File: src/rtl/serial_pixel_receiver.sv
// serial_pixel_receiver
//
// Receives 12-bit pixel words from a serial transmitter that this block
// clocks through serck. Each frame is one start bit (0), twelve data bits
// sent MSB first, and one stop bit (1). The line idles high. Good words go
// into a two-entry FIFO that a downstream consumer drains with a
// valid/ready handshake.
//
// Parameters
//   DIV        serck half-period in clk cycles (3..255)
//
// Ports
//   clk        system clock; every flop changes on its rising edge
//   rst        synchronous active-high reset
//   enable     high: generate serck and receive
//   serck      serial bit clock driven to the transmitter
//   serdata    serial data from the transmitter (asynchronous to clk)
//   pix_data   head word of the FIFO
//   pix_valid  FIFO holds at least one unconsumed word
//   pix_ready  consumer takes the head word when pix_valid is also high
//   frame_err  one-cycle pulse when a bad stop bit is seen
//   overrun    one-cycle pulse when a good word is dropped because the FIFO is full
//   rx_count   number of words written into the FIFO (wraps)

module serial_pixel_receiver #(
   parameter int DIV = 4
) (
   input  logic        clk,
   input  logic        rst,
   input  logic        enable,
   output logic        serck,
   input  logic        serdata,
   output logic [11:0] pix_data,
   output logic        pix_valid,
   input  logic        pix_ready,
   output logic        frame_err,
   output logic        overrun,
   output logic [15:0] rx_count
);

   typedef enum logic [1:0] {
      IDLE,
      DATA,
      STOP
   } state_t;

   localparam logic [7:0] DIV_LAST = 8'(DIV - 1);

   state_t      state_q;
   state_t      state_d;
   logic [7:0]  div_cnt;
   logic        serck_q;
   logic        sync1;
   logic        sync2;
   logic        sample_pt;
   logic [3:0]  bit_cnt;
   logic [11:0] shift_reg;
   logic [11:0] fifo_mem [2];
   logic        rd_ptr;
   logic        wr_ptr;
   logic [1:0]  fifo_cnt;
   logic        stop_ok;
   logic        stop_bad;
   logic        push;
   logic        pop;
   logic        full;
   logic        accept;

   // Bit clock generator. serck starts low and toggles every DIV clk cycles.
   // Dropping enable parks serck low and clears the divider, so that when
   // enable comes back the first rising edge is a full half-period away.
   always_ff @(posedge clk) begin
      if (rst || !enable) begin
         div_cnt <= 8'd0;
         serck_q <= 1'b0;
      end else if (div_cnt == DIV_LAST) begin
         div_cnt <= 8'd0;
         serck_q <= ~serck_q;
      end else begin
         div_cnt <= div_cnt + 8'd1;
      end
   end

   // The transmitter changes data on the serck rising edge, so the middle of
   // the bit is the edge where we pull serck back low. That is the one clk
   // edge per bit where the receiver looks at the line.
   assign sample_pt = enable && serck_q && (div_cnt == DIV_LAST);
   assign serck     = serck_q;

   // Two-flop synchronizer for the asynchronous serial line. It resets to the
   // idle level so that leaving reset can never look like a start bit.
   always_ff @(posedge clk) begin
      if (rst) begin
         sync1 <= 1'b1;
         sync2 <= 1'b1;
      end else begin
         sync1 <= serdata;
         sync2 <= sync1;
      end
   end

   // Frame FSM, next-state half. It only moves at sample points. Losing
   // enable drops back to IDLE at once, and the partial word is abandoned
   // without reporting an error. STOP decides whether the assembled word is
   // kept (good stop bit) or reported as a framing error.
   always_comb begin
      state_d  = state_q;
      stop_ok  = 1'b0;
      stop_bad = 1'b0;
      if (!enable) begin
         state_d = IDLE;
      end else if (sample_pt) begin
         case (state_q)
            IDLE: begin
               if (!sync2) begin
                  state_d = DATA;
               end
            end
            DATA: begin
               if (bit_cnt == 4'd11) begin
                  state_d = STOP;
               end
            end
            STOP: begin
               state_d = IDLE;
               if (sync2) begin
                  stop_ok = 1'b1;
               end else begin
                  stop_bad = 1'b1;
               end
            end
            default: begin
               state_d = IDLE;
            end
         endcase
      end
   end

   // Frame FSM, state register.
   always_ff @(posedge clk) begin
      if (rst) begin
         state_q <= IDLE;
      end else begin
         state_q <= state_d;
      end
   end

   // Bit counter and shift register. Bits come in MSB first, so each new
   // sample enters at the LSB and older bits move toward the MSB. After
   // twelve shifts the register holds the word in its natural order.
   always_ff @(posedge clk) begin
      if (rst || !enable) begin
         bit_cnt   <= 4'd0;
         shift_reg <= 12'd0;
      end else if (sample_pt) begin
         case (state_q)
            IDLE: begin
               bit_cnt <= 4'd0;
            end
            DATA: begin
               shift_reg <= {shift_reg[10:0], sync2};
               bit_cnt   <= bit_cnt + 4'd1;
            end
            default: begin
               bit_cnt <= 4'd0;
            end
         endcase
      end
   end

   // Output FIFO control. A push into a full FIFO still succeeds when the
   // consumer pops in the same cycle. When full, the write pointer aims at
   // the slot being popped, so the new word lands in the slot that is just
   // being freed.
   assign push   = stop_ok;
   assign pop    = pix_valid && pix_ready;
   assign full   = (fifo_cnt == 2'd2);
   assign accept = push && (!full || pop);

   // FIFO storage, pointers, occupancy, word counter and the two event
   // pulses. The pulses are registered so they are clean single-cycle
   // strobes. Sample points are several clk cycles apart, so a pulse can
   // never stretch across two cycles.
   always_ff @(posedge clk) begin
      if (rst) begin
         fifo_mem[0] <= 12'd0;
         fifo_mem[1] <= 12'd0;
         rd_ptr      <= 1'b0;
         wr_ptr      <= 1'b0;
         fifo_cnt    <= 2'd0;
         rx_count    <= 16'd0;
         frame_err   <= 1'b0;
         overrun     <= 1'b0;
      end else begin
         if (accept) begin
            fifo_mem[wr_ptr] <= shift_reg;
            wr_ptr           <= ~wr_ptr;
            rx_count         <= rx_count + 16'd1;
         end
         if (pop) begin
            rd_ptr <= ~rd_ptr;
         end
         fifo_cnt  <= fifo_cnt + {1'b0, accept} - {1'b0, pop};
         frame_err <= stop_bad;
         overrun   <= push && full && !pop;
      end
   end

   assign pix_valid = (fifo_cnt != 2'd0);
   assign pix_data  = fifo_mem[rd_ptr];

endmodule

File: config.mk
export PLATFORM = sky130hd
export DESIGN_NAME = serial_pixel_receiver
export DESIGN_NICKNAME = d
export VERILOG_FILES = /design/src/rtl/serial_pixel_receiver.sv
export SDC_FILE = /design/constraint.sdc
export NUM_CORES = 1
export LEC_CHECK = 0
export CORE_UTILIZATION = 54
export CTS_BUF_LIST = sky130_fd_sc_hd__clkbuf_8
export DETAILED_ROUTE_END_ITERATION = 8
export GPL_TIMING_DRIVEN = 0
export PLACE_DENSITY_LB_ADDON = 0.08
export SLEW_MARGIN = 10
export SYNTH_ARGS = -nofsm -noshare
export SYNTH_HDL_FRONTEND = slang
export SYNTH_SLANG_ARGS = --single-unit
File: constraint.sdc
create_clock -name clk -period 7.5 [get_ports clk]
set_input_delay 1.125 -clock clk [delete_from_list [all_inputs] [get_ports clk]]
set_output_delay 1.125 -clock clk [all_outputs]
set_load 0.03 [all_outputs]
# Yosys cells after proc, flatten, opt, wreduce, memory -nomap -nowiden
# Memory sizes are Yosys's and may differ from the RTL's. A register that Yosys moved wholly into a read port is not among the register bits.
# Index checks and enable logic that the tools add are counted.
# W data, S select, Z words.
# totals
out_inout_bits	32
register_bits	51
elab_cells	70
mem_bits_rw	24
input_bits	5
mem_count	1
# memory_table
memory	depth	width	rd	rd_clocked_by_memory_dff	write_ports	line	text
fifo_mem	2	12	1	1	2	58	logic [11:0] fifo_mem [2];
# classes
bitwise	6
mux	19
n_reduce_logical	19
n_eq_ne	7
add_sub_neg	5
# ops
cell	n
$add A16 B1 Y16 const B	1
$mux W1	14
$mux W12	1
$reduce_or A12 Y1	1
$add A8 B1 Y8 const B	1
$eq A8 B2 Y1 const B	1
$logic_and A1 B1 Y1	6
$not A1 Y1	6
$add A4 B1 Y4 const B	1
$eq A2 B2 Y1 const B	2
$eq A4 B4 Y1 const B	1
$mux W2	2
$mux W4	1
$ne A2 B2 Y1 const B	2
$pmux W2 S2	1
$reduce_or A2 Y1	2
$reduce_or A4 Y1	1
$logic_not A1 Y1	3
$reduce_and A3 Y1	1
$add A2 B1 Y2	1
$eq A2 B1 Y1 const B	1
$logic_not A2 Y1	1
$logic_or A1 B1 Y1	2
$reduce_and A2 Y1	1
2 further kinds	2

# Depth between registers and ports, before layout
# depth
depth_word	10
ltp_mapped	10
depth_no_buf	10

# Worst setup path after synthesis
# Ideal clock, no wire load.
# synth_path
kind	input to register
from	in enable
to	mem fifo_mem[0][0], enable pin
required_ns	7.141
setup_time_ns	0.359
path_stages	5
setup_slack_ns	4.732
arrival_ns	2.409
path_buffers	1
cell_sequence	nand2_1 or3_4 buf_6 or3_1 nand2b_1
# synth_rtl
element	line	text
from (decl)	30	input logic enable,
to (decl)	58	

==> results.yml <==
layout:
  register_area_um2: 1762
  syn2layout_area_growth_pct: 19.16
  nFillCells: 513
  multi_input_area_um2: 1464
  drive_above_1_share_pct: 12.40
  layout_common_cells: "dfxtp_1 (52), clkdlybuf4s50_1 (36), nor2_1 (26), and2_1 (25), edfxtp_1 (24)"
  largest_reg_flops: 24
  layout.cells.most_common: "dfxtp_1"
  finish.utilization_pct: 66.88
  antenna_cells: 0
  finalInstanceArea_um2: 3960
  layout.nets: 368
pwr:
  seqPwrFrac_pct: 57.7
  clkPwrFrac_pct: 38.3
  p_int_mw: 0.5666
  p_leak_nw: 1.404
  swShare_pct: 24.39
  switchingPower_mw: 0.1827
  vdd_drop_max_v: 0.0001056
  comb_power_share_pct: 4.0
  power_mw: 0.7493
  p_per_area_nw_per_um2: 189.2
placement:
  hpwl_um: 4490
  dp_slack_ns: 3.857
  postPlaceCellArea_um2: 3777
  io_buffers: 36
  place_congestion: 0.7703
drt:
  routed_wl_um: 6403
  drc_errors: 0
  ant_nets: 0
  wl_per_cell_um: 14.62
  vias: 2461
  viasPerCell: 5.619
  drt_pass1_iterations: 4
  drt_iter0_drc: 82
clocking:
  clk_pin_slew_ns: 0.08
  cts_tree: "done"
  cts-hold-fix-buffers: 0
  cts-root-buf: "clkbuf_8"
  cts_resized: 0
  clkLatencyLatePin_ns: 0.35
  cts_sinks: 76
  postCtsSetupRepairBufs: 0
  htreeDepth: 3
  cts_inserted_buffers: 9
  clk_path_buf_depth: 2
status:
  status: "completed"
grt:
  antenna_found_initial: 0
  grt_pass1_wl_um: 10840
  grt_pass1_vias: 2349
  track_usage_pct: 22.21
  grt_max_degree: 16
  gr-total-overflow: 0
worst_setup_path:
  worstPathArrival_ns: 2.15
  path_max_fanout: 10
  cp_slowest_cell: "clkdlybuf4s50_1"
  crit_path_start_kind: "flip-flop"
  end_kind: "output pin"
  cpPeakStageDelay_ns: 0.59
  critPathTopFamily: "buffers and inverters"
  worst-setup-path-type: "reg -> out"
  crit_required_ns: 6.38
  path_buf_inv: 2
  crit_chain: "buf_1 -> mux2_2 -> clkdlybuf4s50_1"
timing:
  period_needed_ns: 3.280
  fin_crit_sh_pct: 43.73
  layout_setup_ws_ns: 4.220
  setup_tns_ns: 0
  tightest_slew_ns: 0.7322
  hold_viol_final: 0
  fmax_ghz: 0.3049
  clock_skew_ns: 0.01192
  rsz0062_at_grt: "false"
  slew_violations: 0
  relSlewSlack_pct: 50.81
  setup_viol: 0
floorplan:
  dieWidth_um: 80.45
  fp-row-count: 28
  dieArea_um2: 6471
  die-height_um: 80.45
  ioPinCount: 37
  core_area_um2: 5921
  start_util_pct: 56.13
synth:
  ys_ff_latch: 76
  avgSynthCellArea_um2: 10.69
  synth-edff-count: 24
  synth.distinct_cells: 45
  synthFlopType: "dfxtp_1"
  yosysSeqAreaShare_pct: 53.01
  synth_compound_area_share_pct: 7.605
  synthArstFlopShare_pct: 0
  syn-num-nets: 321
  syn-cell-area_um2: 3323
  synth_top_family_by_area: "simple AND/OR/NAND/NOR gates"
  synth_fa_ha_area_share_pct: 1.883
  synth-xor-area-share_pct: 2.636
  yosys-mux-area-fraction_pct: 8.020
  synth-simple-area-share_pct: 23.91
  syn-instance-count: 311
  ys_warn_count: 0
hold_path:
  hold_path_class: "reg -> reg"
job:
  cap_violations: 0
## logic make-up (layout without fill, tap and decap cells)
logic type / after synthesis / in the layout
compound gates: 42 / 42
xor+xnor: 10 / 10
fa+ha+maj: 5 / 5
buf+inv: 21 / 73
flops: 76 / 76
mux: 25 / 25
simple gates: 132 / 132
## cells in the mapped netlist, types with 5 or more instances
| cell type | n | area share [%] |
|---|---|---|
| and3_1 | 5 | 0.94 |
| nand2_1 | 9 | 1.0 |
| nand4_1 | 7 | 1.3 |
| dfxtp_1 | 52 | 31 |
| mux2i_1 | 12 | 3.6 |
| clkbuf_1 | 11 | 1.2 |
| xor2_1 | 6 | 1.6 |
| nor2_1 | 26 | 2.9 |
| or3_1 | 6 | 1.1 |
| edfxtp_1 | 24 | 22 |
| nand3_1 | 11 | 1.7 |
| o21ai_0 | 7 | 1.1 |
| or4_1 | 12 | 2.7 |
| mux2_2 | 13 | 4.4 |
| nand2b_1 | 5 | 0.94 |
| ha_1 | 5 | 1.9 |
| and2_1 | 25 | 4.7 |
| o31ai_1 | 11 | 2.5 |
| a21oi_1 | 20 | 3.0 |
## power by group through the flow
stage / clock [mW] / sequential (mW) / combinational, mW
global placement: 0 / 0.442 / 0.0294
floorplan: 0 / 0.441 / 0.0180
finish: 0.287 / 0.432 / 0.0297
CTS: 0.293 / 0.433 / 0.0299
detailed placement: 0 / 0.442 / 0.0299
global route: 0.311 / 0.433 / 0.0319
## layer usage
metal  share of wire, %  GRT usage [%]  up-vias
met5                  0              0        -
li1                   -              -     1230
met4                2.2          11.25        0
met3                4.2          3.864       12
met2                 49          37.71       54
met1                 45          26.87     1165
## area by class of cell
type                       count  share of cell area [%]
sequential                    76                   44.49
buffer                        17                   2.085
inverter                       4                  0.3791
clock buffer                   9                   3.128
multi-input combinational    214                   36.97
timing repair buffer          36                   9.100
tap                           75                   2.370
clock inverter                 7                   1.485
## worst paths after layout
kind | from | end | slack (ns) | depth (start not counted)
worst max-delay path | flip-flop | pix_data[6] | 4.22 | 3
worst min-delay path | sync1 | sync2 | 0.42 | 1
worst max register to register | div_cnt[0] | fifo_cnt[1] | 4.62 | 10
worst min register to register | sync1 | sync2 | 0.42 | 1
## per-stage QoR
stage               instances  hold WS, ns
finish                    438       0.4168
global route              438       0.4298
CTS                       438       0.4206
detailed placement        422       0.4017
global placement          422       0.3922
floorplan                 311       0.3895
(Power assumes the default switching activity.)
